### src/rtl/shift_reg_stream.sv
// Stream-handshaked, runtime-programmable delay line: each output beat is the input
// beat accepted D beats earlier; lines fill at start and drain held samples at end.
module shift_reg_stream #(
  parameter int WIDTH = 16,
  parameter int LANES = 1,
  parameter int DEPTH = 8,
  parameter int ADDRW = $clog2(DEPTH + 1)
) (
  input  logic                     clk_i,
  input  logic                     rstn_i,
  input  logic                     clear_i,
  input  logic [ADDRW-1:0]         delay_i,
  input  logic                     s_valid_i,
  output logic                     s_ready_o,
  input  logic [LANES*WIDTH-1:0]   s_data_i,
  input  logic                     s_last_i,
  output logic                     m_valid_o,
  input  logic                     m_ready_i,
  output logic [LANES*WIDTH-1:0]   m_data_o,
  output logic                     m_last_o,
  output logic [ADDRW-1:0]         fill_o,
  output logic                     busy_o
);

  localparam int IDXW = (DEPTH > 1) ? $clog2(DEPTH) : 1;
  localparam logic [ADDRW-1:0] DEPTH_A = ADDRW'(DEPTH);
  localparam logic [ADDRW-1:0] ONE_A   = ADDRW'(1);
  localparam logic [ADDRW-1:0] ZERO_A  = {ADDRW{1'b0}};

  typedef enum logic [1:0] {ST_FILL = 2'd0, ST_RUN = 2'd1, ST_DRAIN = 2'd2} state_t;

  state_t                   r_state;
  state_t                   w_state_nxt;
  logic [ADDRW-1:0]         r_fill, w_fill_nxt;
  logic [ADDRW-1:0]         r_cnt, w_cnt_nxt;
  logic [ADDRW-1:0]         r_delay_q;
  logic [ADDRW-1:0]         w_delay_sat, w_delay_eff, w_sel;
  logic [IDXW-1:0]          w_idx;
  logic                     w_latch, w_shift, w_s_ready, w_m_valid, w_m_last, w_pass;
  logic [LANES*WIDTH-1:0]   r_shreg [DEPTH];

  // Next-state, handshake and read-select logic for the FILL/RUN/DRAIN controller
  always_comb begin
    // At line start the fresh delay is used in the same cycle it is latched
    w_latch     = (r_state == ST_FILL) && (r_fill == ZERO_A);
    w_delay_sat = (delay_i > DEPTH_A) ? DEPTH_A : delay_i;
    w_delay_eff = w_latch ? w_delay_sat : r_delay_q;
    w_state_nxt = r_state;
    w_fill_nxt  = r_fill;
    w_cnt_nxt   = r_cnt;
    w_shift     = 1'b0;
    w_s_ready   = 1'b0;
    w_m_valid   = 1'b0;
    w_m_last    = 1'b0;
    w_sel       = ZERO_A;
    case (r_state)
      ST_FILL: begin
        if (w_delay_eff == ZERO_A) begin
          w_state_nxt = ST_RUN;
        end else begin
          w_s_ready = 1'b1;
          if (s_valid_i) begin
            w_shift    = 1'b1;
            w_fill_nxt = r_fill + ONE_A;
            if (s_last_i) begin
              w_state_nxt = ST_DRAIN;
              w_cnt_nxt   = r_fill + ONE_A;
            end else if ((r_fill + ONE_A) == w_delay_eff) begin
              w_state_nxt = ST_RUN;
            end else begin
              w_state_nxt = ST_FILL;
            end
          end else begin
            w_shift = 1'b0;
          end
        end
      end
      ST_RUN: begin
        w_m_valid = s_valid_i;
        w_s_ready = m_ready_i;
        w_sel     = r_delay_q - ONE_A;
        w_m_last  = (r_delay_q == ZERO_A) ? s_last_i : 1'b0;
        if (s_valid_i && m_ready_i) begin
          w_shift = 1'b1;
          if (s_last_i) begin
            if (r_delay_q == ZERO_A) begin
              w_state_nxt = ST_FILL;
            end else begin
              w_state_nxt = ST_DRAIN;
              w_cnt_nxt   = r_delay_q;
            end
          end else begin
            w_state_nxt = ST_RUN;
          end
        end else begin
          w_shift = 1'b0;
        end
      end
      ST_DRAIN: begin
        w_m_valid = 1'b1;
        w_sel     = r_cnt - ONE_A;
        w_m_last  = (r_cnt == ONE_A);
        if (m_ready_i) begin
          if (r_cnt == ONE_A) begin
            w_state_nxt = ST_FILL;
            w_fill_nxt  = ZERO_A;
            w_cnt_nxt   = ZERO_A;
          end else begin
            w_fill_nxt = r_fill - ONE_A;
            w_cnt_nxt  = r_cnt - ONE_A;
          end
        end else begin
          w_state_nxt = ST_DRAIN;
        end
      end
      default: begin
        w_state_nxt = ST_FILL;
        w_fill_nxt  = ZERO_A;
        w_cnt_nxt   = ZERO_A;
      end
    endcase
  end

  assign w_idx     = w_sel[IDXW-1:0];
  assign w_pass    = (r_state == ST_RUN) && (r_delay_q == ZERO_A);
  assign s_ready_o = w_s_ready & ~clear_i;
  assign m_valid_o = w_m_valid & ~clear_i;
  assign m_last_o  = w_m_last & ~clear_i;
  assign m_data_o  = w_pass ? s_data_i : r_shreg[w_idx];
  assign fill_o    = r_fill;
  assign busy_o    = (r_state != ST_FILL) || (r_fill != ZERO_A);

  // Control state registers; clear aborts the line back to an empty FILL
  always_ff @(posedge clk_i or negedge rstn_i) begin
    if (!rstn_i) begin
      r_state   <= ST_FILL;
      r_fill    <= ZERO_A;
      r_cnt     <= ZERO_A;
      r_delay_q <= ZERO_A;
    end else begin
      r_delay_q <= w_delay_eff;
      if (clear_i) begin
        r_state <= ST_FILL;
        r_fill  <= ZERO_A;
        r_cnt   <= ZERO_A;
      end else begin
        r_state <= w_state_nxt;
        r_fill  <= w_fill_nxt;
        r_cnt   <= w_cnt_nxt;
      end
    end
  end

  // Sample storage, newest at index 0; deliberately not reset
  always_ff @(posedge clk_i) begin
    if (w_shift && !clear_i) begin
      r_shreg[0] <= s_data_i;
      for (int k = 1; k < DEPTH; k++) begin
        r_shreg[k] <= r_shreg[k-1];
      end
    end
  end

endmodule

### config.mk
export PLATFORM = sky130hd
export DESIGN_NAME = shift_reg_stream
export DESIGN_NICKNAME = d
export VERILOG_FILES = /design/src/rtl/shift_reg_stream.sv
export SDC_FILE = /design/constraint.sdc
export NUM_CORES = 1
export LEC_CHECK = 0
export BUFFER_PORTS_ARGS = -buffer_cell sky130_fd_sc_hd__buf_2
export CAP_MARGIN = 20
export CORE_MARGIN = 2
export CORE_UTILIZATION = 45
export DETAILED_ROUTE_END_ITERATION = 10
export GPL_TIMING_DRIVEN = 0
export PLACE_DENSITY = 0.64
export SLEW_MARGIN = 20
export SYNTH_ARGS = -nofsm -noshare
export SYNTH_HDL_FRONTEND = slang
export SYNTH_SLANG_ARGS = --single-unit
### constraint.sdc
create_clock -name clk_i -period 5.03 [get_ports clk_i]
set_clock_uncertainty 0.05 [all_clocks]
set_input_delay 0.2515 -clock clk_i [delete_from_list [all_inputs] [get_ports clk_i]]
set_output_delay 0.2515 -clock clk_i [all_outputs]
set_load 0.1 [all_outputs]
==> metrics.txt <==
part of the cycle the worst path needs=0.7416; final worst slack=1300 ps; Post-CTS Resized=0; # port buffers=49; actual slew at the worst max-slew pin=667.2 ps; WP data arrival=3430 ps; clock period minus worst slack=3730 ps; setup slack after placement=1413 ps; Critical Path Max Stage Delay=510 ps; Mapped Cells=472; post-synth top area cell=edfxtp_1; Seq cells post-synth=142; register area=4194 µm²; die width=124.3 µm; Rows=43; DP HPWL=9859 µm; RePlAce Congestion=0.8999; fin. max-slew vios=0; io pins=50; r2r endpoint=r_shreg[4][8]$_DFFE_PP_; Die H=124.3 µm; Fin. Hold Viols=0; sequential area share after synthesis=0.6436; Final ANT Viol Nets=0; router iterations before antenna repair=5; Synth Cell Area=6516 µm²; Crit. Startpoint=r_state[0]$_DFFE_PN0P_; Worst path slowest cell=clkbuf_1; Nets=595; crit path to=m_data_o[14]; Yosys warning count=0; core area=13990 µm²; synth top area cells=edfxtp_1 (59%), dfrtp_1 (5.4%), mux2i_1 (5.2%); Inserted Diodes=0; CTS tree=yes; unrepaired setup endpoints after global routing=no; min-delay src=delay_i[3]; gr usage total=0.1979; CP Capture Type=primary output; CP most frequent cell=buf_2; clk buf depth=2; Synth Net Count=508; predominant post-synthesis flop cell=edfxtp_1; crit path cell chain=inv_1 > ha_1 > buf_2 > nor2b_1 > o21ai_2 > clkbuf_1 > a211oi_1 > a21oi_1 > a221o_1 > buf_2; Crit Path Category=reg -> out; setup TNS=0 ps; GRT overflow=0; count of cell types in the netlist=56; Layout area overhead=19.37%; Post-Syn Area per Cell=13.81 µm²; clk root buf=clkbuf_16; H-Tree Depth=4; crit start category=register; routed wire length per instance=20.03 µm; Required @ worst endpoint=4730 ps; post-synth top area share=0.5899; largest net degree at the start of global routing=62; fmax=268.1 MHz; initial antenna violation count=0; total die area=15460 µm²; Multi-input gate area=2128 µm²; CTS sink count=142; Post-synth EDFFs=128; origin of the critical flop-to-flop path=r_state[0]$_DFFE_PN0P_; DRC Markers=0; worst r2r path cells=11; share of cells above drive strength 1=0.1923; status=complete, no violations; Worst slew margin=0.5552; Hold Path Class=in -> reg; first-pass GRT wire length=23670 µm; Reg clk slew, reported paths=60 ps; Max Cap Viol=0; final count of negative-setup-slack endpoints=0; TritonCTS Buffers=17; R2R Setup Slk=1880 ps; vias per inst=5.794; Async S/R FF share, synth=0.09859; clk_lat worst skew=420 ps; routed via count=4357; fillers=1183; Crit Path Max Fanout=10; total wire length=15060 µm; Starting Density=0.4658; starting DRC count in detailed routing=450; number of global-route vias before repair=4361
==> worst min-delay path by stage <==
stage / to / cells past startpoint
6_report: r_delay_q[3]$_DFF_PN0_ / 2
5_1_grt: r_delay_q[3]$_DFF_PN0_ / 2
4_1_cts: r_delay_q[3]$_DFF_PN0_ / 2
3_5_place_dp: fill_o[2]$_DFFE_PN0P_ / 1
3_3_place_gp: fill_o[2]$_DFFE_PN0P_ / 1
2_1_floorplan: fill_o[0]$_DFFE_PN0P_ / 0
==> synthesized netlist by cell type (3+ instances only) <==
| cell | number |
|---|---|
| clkbuf_1 | 18 |
| edfxtp_1 | 128 |
| and3_1 | 16 |
| inv_1 | 14 |
| xor2_1 | 6 |
| mux2i_1 | 34 |
| nand3_1 | 6 |
| a221o_1 | 16 |
| a211oi_1 | 32 |
| a22oi_1 | 4 |
| buf_2 | 5 |
| or3_1 | 16 |
| o21ai_0 | 14 |
| o22ai_1 | 3 |
| dfrtp_1 | 14 |
| a21oi_1 | 40 |
| nand2_1 | 9 |
| nand2b_1 | 10 |
| buf_4 | 3 |
| mux2_2 | 5 |
| a211o_1 | 16 |
| nor3_1 | 3 |
| nor2b_1 | 5 |
| nor2_1 | 6 |
| ha_1 | 10 |
==> registers in the layout (all words and copies together) (netlist names) <==
signal	cells
fill_o	4
r_cnt	4
r_delay_q	4
r_shreg	128
r_state	2
==> timing repair <==
item                                   CTS  global route
setup buffers                            0             0
endpoints found under the hold margin   30             0
hold buffers                            17             0
==> layout by cell type (no fill, tap or decap), types with 6 or more instances in the layout <==
| cell type | netlist | routed |
|---|---|---|
| a211o_1 | 16 | 16 |
| a211oi_1 | 32 | 32 |
| a21oi_1 | 40 | 40 |
| a221o_1 | 16 | 16 |
| and3_1 | 16 | 16 |
| buf_2 | 5 | 54 |
| clkbuf_1 | 18 | 18 |
| clkbuf_16 | 0 | 17 |
| dfrtp_1 | 14 | 14 |
| dlygate4sd3_1 | 0 | 17 |
| edfxtp_1 | 128 | 128 |
| ha_1 | 10 | 10 |
| inv_1 | 14 | 14 |
| mux2i_1 | 34 | 34 |
| nand2_1 | 9 | 9 |
| nand2b_1 | 10 | 10 |
| nand3_1 | 6 | 6 |
| o21ai_0 | 14 | 14 |
| or3_1 | 16 | 16 |
| xor2_1 | 6 | 6 |
==> final cells by class <==
class,instances,share of cell area
clock buffer,17,0.05469
tap,180,0.02895
multi-input combinational,285,0.2736
inverter,16,0.007721
buffer,29,0.01850
clock inverter,15,0.01785
timing repair buffer,68,0.05951
sequential,142,0.5392
==> critical path, delay by kind of cell, from the launching register on <==
kind | cells | cell delay (ps)
AND/OR/NAND/NOR | 1 | 180
flip-flops | 1 | 390
AO/OA/AOI/OAI | 4 | 1030
adder cells (fa/ha/maj) | 1 | 200
buffers and inverters | 4 | 1210
==> cell families (layout without fill, tap and decap cells) <==
group | count (synthesis) | count (layout) | synth area share
flops | 142 | 142 | 0.6436
compound gates | 139 | 139 | 0.1503
simple gates | 89 | 89 | 0.08314
buf+inv | 45 | 145 | 0.03130
mux | 40 | 40 | 0.06298
fa+ha+maj | 10 | 10 | 0.01920
xor+xnor | 7 | 7 | 0.009409
==> metrics by stage <==
step	cell area (µm²)	utilization	hold slack, ps	instances
finish	7779	0.5561	102.2	752
global route	7779	0.5561	108.8	752
CTS	7774	0.5557	81.40	752
detailed placement	7039	0.5032	130.2	703
global placement	6992	0.4998	122.9	701
floorplan	6521	-	-94.09	472
==> per-layer routing <==
metal / wire length (µm) / vias up / track usage
li1: - / 2051 / -
met1: 6879 / 2146 / 0.2792
met2: 7081 / 145 / 0.3015
met3: 916 / 15 / 0.05627
met4: 184 / 0 / 0.05552
met5: 0 / - / 0
Power is left out: the tool's default activity adds up to more than one toggle a clock period on the data nets, which glitch-free logic cannot reach.
